[src/rtl/fifo_wr_arbiter.sv]
// Round-robin arbiter sharing one sync FIFO write port between NREQ producers.
// Grants are combinational (zero latency) and bursts are capped at MAXBURST while others wait.
module fifo_wr_arbiter #(
   parameter int NREQ     = 4,
   parameter int DW       = 8,
   parameter int MAXBURST = 4,
   localparam int OW      = $clog2(NREQ),
   localparam int BW      = (MAXBURST > 1) ? $clog2(MAXBURST) : 1
) (
   input  logic               clk,
   input  logic               rst,
   input  logic [NREQ-1:0]    req,
   input  logic [NREQ*DW-1:0] req_data,
   input  logic               fifo_full,
   output logic [NREQ-1:0]    ack,
   output logic               fifo_wr_en,
   output logic [DW-1:0]      fifo_wr_data,
   output logic [OW-1:0]      owner,
   output logic [BW-1:0]      burst_cnt
);

   localparam logic [OW-1:0] OWNER_RST = OW'(NREQ-1);
   localparam logic [BW-1:0] BURST_MAX = BW'(MAXBURST-1);

   logic [OW-1:0]   owner_q, owner_d;
   logic [BW-1:0]   burst_q, burst_d;
   logic [NREQ-1:0] ack_d;
   logic [NREQ-1:0] owner_oh;
   logic            others;
   logic            cont;
   logic            found;
   logic [OW-1:0]   win;

   always_comb begin
      owner_oh = '0;
      owner_oh[owner_q] = 1'b1;
   end

   assign others = |(req & ~owner_oh);
   assign cont   = req[owner_q] && ((burst_q < BURST_MAX) || !others);

   // Search starts just after the owner and wraps, so the owner is checked last.
   always_comb begin
      found = 1'b0;
      win   = owner_q;
      for (int k = 1; k <= NREQ; k++) begin
         if (!found && req[(int'(owner_q) + k) % NREQ]) begin
            found = 1'b1;
            win   = OW'((int'(owner_q) + k) % NREQ);
         end
      end
   end

   always_comb begin
      ack_d   = '0;
      owner_d = owner_q;
      burst_d = burst_q;
      if (rst && !fifo_full) begin
         if (cont) begin
            ack_d[owner_q] = 1'b1;
            if (burst_q < BURST_MAX) burst_d = burst_q + 1'b1;
         end else if (found) begin
            ack_d[win] = 1'b1;
            owner_d    = win;
            burst_d    = '0;
         end
      end
   end

   always_ff @(posedge clk) begin
      if (!rst) begin
         owner_q <= OWNER_RST;
         burst_q <= BURST_MAX;
      end else begin
         owner_q <= owner_d;
         burst_q <= burst_d;
      end
   end

   always_comb begin
      fifo_wr_data = '0;
      for (int i = 0; i < NREQ; i++)
         if (ack_d[i]) fifo_wr_data = fifo_wr_data | req_data[i*DW +: DW];
   end

   assign ack        = ack_d;
   assign fifo_wr_en = |ack_d;
   assign owner      = owner_q;
   assign burst_cnt  = burst_q;

endmodule
[config.mk]
export PLATFORM = sky130hd
export DESIGN_NAME = fifo_wr_arbiter
export DESIGN_NICKNAME = d
export VERILOG_FILES = /design/src/rtl/fifo_wr_arbiter.sv
export SDC_FILE = /design/constraint.sdc
export NUM_CORES = 1
export LEC_CHECK = 0
export CAP_MARGIN = 20
export CORE_AREA = 2 2 59 55
export CTS_CLUSTER_SIZE = 8
export DETAILED_ROUTE_END_ITERATION = 8
export DIE_AREA = 0 0 61 57
export PLACE_DENSITY = 0.86
export SLEW_MARGIN = 20
export SYNTH_ARGS = -nofsm -noshare
export SYNTH_HDL_FRONTEND = slang
export SYNTH_SLANG_ARGS = --single-unit
[constraint.sdc]
create_clock -name clk -period 4.6 [get_ports clk]
set_clock_uncertainty 0.1 [all_clocks]
set_input_delay 0.92 -clock clk [delete_from_list [all_inputs] [get_ports clk]]
set_output_delay 0.92 -clock clk [all_outputs]
set_load 0.02 [all_outputs]
==> key figures <==
Status
  • Status: complete, no violations

Logic synthesis
  • Post-Syn Area: around 1100 um^2
  • Ys async rst share: 0
  • Number of synthesized flops with an enable pin: 0
  • Yosys cell types: ~40
  • Syn_nets: between 150 and 200
  • Syn Area/Cell: 8.429 um^2
  • Seq/Total Area, Yosys: 0.07143
  • Prevailing post-synth register cell: dfxtp_1
  • Cells after Synth: around 130
  • Synth warn: 0
  • Register bit total from synthesis: 4

Critical path
  • Max stage delay on crit path: 530 ps
  • Setup CP Type: in2out
  • CP max stage cell: or4b_4
  • Critical path required time: 3580 ps
  • Critical Path Fanout Max: 17
  • Startpoint Class: input port
  • Crit path cell chain: clkdlybuf4s50_1, mux4_2, or4b_4, o221ai_2, buf_4, nor4_4, buf_12, a31oi_4, o211ai_2, dlygate4sd2_1
  • Worst EP arrival: ~3500 ps
  • CP Capture Type: primary output

Floorplanning
  • Num ports: 56
  • Core area: 2924 um^2
  • DIE HEIGHT: around 57 um
  • Initial Utilization: 0.3834
  • Die Width: 61 um
  • Cell Rows: 19
  • DIE AREA: roughly 3500 um^2

GRT
  • Largest net degree at the start of global routing: 18
  • Vias in the first global route: 1388
  • Total congestion overflow: 0
  • GRT Util Overall: 0.2300
  • First-pass GRT wire length: 6.196 mm
  • Initial antenna violation count: 0

Finish
  • Non-filler instance count after layout: between 200 and 250
  • Fill cells: about 270
  • Fraction of layout cells with a size suffix above 1: 0.2304
  • Nets@finish: 250
  • Ant diodes: 0
  • P&R area growth vs syn: 65.96%

Placed design
  • Final HPWL DP: about 3 mm
  • IO Port Bufs: 55
  • GPL Wtd Cong: about 0.85
  • Placed insts: roughly 240
  • Pre-CTS setup slack: -186.3 ps

STA
  • Pins Over Slew Limit: 0
  • Worst-Margin Slew: approximately 440 ps
  • Fmax: 0.2209 GHz
  • Final Hold Fails: 0
  • Worst setup margin: approximately 73 ps
  • Post-route minimum period: about 4500 ps
  • Fin crit share: 0.9840
  • Finish-stage setup viols: 0
  • Slew margin rel.: 0.7096

Clocking
  • Clk_lat worst skew: between 200 and 250 ps
  • Reg clk slew, reported paths: roughly 30 ps
  • Total CTS buffers: 3
  • # H-tree levels: 1
  • CTS tree: built
  • Sink Count: 4
  • Clock Root Buffer: clkbuf_4
  • Max Root-Sink Buffers: 2

Route
  • Drc violations: 0
  • Post-Route WL: between 3 and 4 mm
  • TritonRoute pass-1 iters: 4
  • Routed Antenna Nets: 0
  • Via/cell ratio: slightly below 6
  • Initial DRC count: 112
  • Vias: approximately 1400
  • Routed WL per cell: around 16 um

Flow run
  • Max-Cap Viols: 0

Power and ir drop
  • Cell Pwr Density: 549.2 nW/um^2
  • Peak VDD IR: between 0.0003 and 0.0004 V
  • Leakage power: 0.7900 nW

Hold path
  • Type of the worst min-delay path: reg2reg
## worst max-delay path, delay by kind of cell
kind,cells,cell delay (ps)
AOI/OAI and AO/OA,3,340
buffers and inverters,4,1140
muxes,1,510
and+or+nand+nor,2,580
## layer usage
| metal | global-route usage | share of wire | vias to the layer above |
|---|---|---|---|
| met1 | 0.2990 | 0.42 | 666 |
| met4 | 0.09006 | 0.0079 | 0 |
| met2 | 0.3825 | 0.51 | 67 |
| li1 | - | - | 682 |
| met5 | 0 | 0 | - |
| met3 | 0.02721 | 0.061 | 4 |
## layout by cell type (no fill, tap or decap), types with 4 or more instances in the layout
master	instances
clkdlybuf4s50_1	39
nand2_1	5
dfxtp_1	4
a31oi_1	9
nor2b_1	8
buf_4	21
clkbuf_2	4
mux2i_1	11
a22oi_1	17
inv_1	5
ha_1	5
o211ai_1	7
nand3_1	10
dlygate4sd2_1	6
a21oi_1	8
## final cells by class
class                      count  area [um^2]  area share
sequential                     4        80.08     0.04304
tap                           42        52.55     0.02824
inverter                       5        18.77     0.01009
clock buffer                   3        22.52     0.01210
timing repair buffer          79        748.2      0.4022
multi-input combinational    113        938.4      0.5044
## synth_stat cells, types with 2 or more instances
cell | n | area share
a21oi_1 | 8 | 0.036
ha_1 | 5 | 0.056
buf_6 | 4 | 0.040
clkbuf_1 | 3 | 0.010
o21ai_0 | 2 | 0.0089
nor2b_1 | 8 | 0.045
o22ai_1 | 2 | 0.011
mux4_1 | 2 | 0.047
mux2i_1 | 11 | 0.098
nand2_1 | 5 | 0.017
dfxtp_1 | 4 | 0.071
mux2_2 | 3 | 0.030
nor3_1 | 2 | 0.0089
nor2_1 | 2 | 0.0067
o211ai_1 | 7 | 0.047
a31oi_1 | 9 | 0.050
a211o_1 | 2 | 0.016
nand3_1 | 10 | 0.045
a22oi_1 | 17 | 0.11
inv_1 | 5 | 0.017
buf_4 | 2 | 0.013
## metrics by stage
step	hold WS, ps	util	setup TNS (ps)	power, mW	instance area [um^2]
2_1_floorplan	458.4	-	0	0.6127	1121
3_3_place_gp	380.6	0.6367	-718.5	0.9748	1862
3_5_place_dp	414.4	0.6367	-1694	1.004	1862
4_1_cts	423.3	0.6389	0	1.021	1868
5_1_grt	451.5	0.6363	-0.08793	1.094	1861
6_report	417.0	0.6363	0	1.022	1861
## worst paths after layout
check,start,end,slack [ps],cells past startpoint
worst min register to register,burst_cnt[1],burst_cnt[1],420,2
worst max register to register,owner[0],owner[1],2010,10
worst max-delay path,req[1],fifo_wr_data[6],70,10
worst min-delay path,burst_cnt[1],burst_cnt[1],420,2
## report_power, final
group	switching [mW]	leakage [nW]	internal, mW
Combinational	0.474	0.743	0.454
Sequential	0.00576	0.0331	0.0450
Clock	0.0144	0.0138	0.0292
Total	0.494	0.790	0.528
## sequential cells by signal, indices dropped and copies added, names as in the netlist
name       cells
burst_cnt      2
owner          2
## timing repair
| item | 4_1_cts | 5_1_grt |
|---|---|---|
| gates resized for setup | 13 | 15 |
| setup endpoints to repair | 13 | 8 |
| hold buffers | 0 | 0 |
| setup buffers | 0 | 0 |
| pin swaps | 0 | 0 |
## kinds of logic after synthesis
kind of cell / Yosys count / share of synthesized area
multiplexers: 17 / 0.1953
AO/OA/AOI/OAI: 55 / 0.3650
XOR/XNOR: 2 / 0.03237
buffers and inverters: 16 / 0.08816
flip-flops: 4 / 0.07143
AND/OR/NAND/NOR: 34 / 0.1920
adder cells (fa/ha/maj): 5 / 0.05580
No activity file was read; power rests on OpenSTA's default activity.
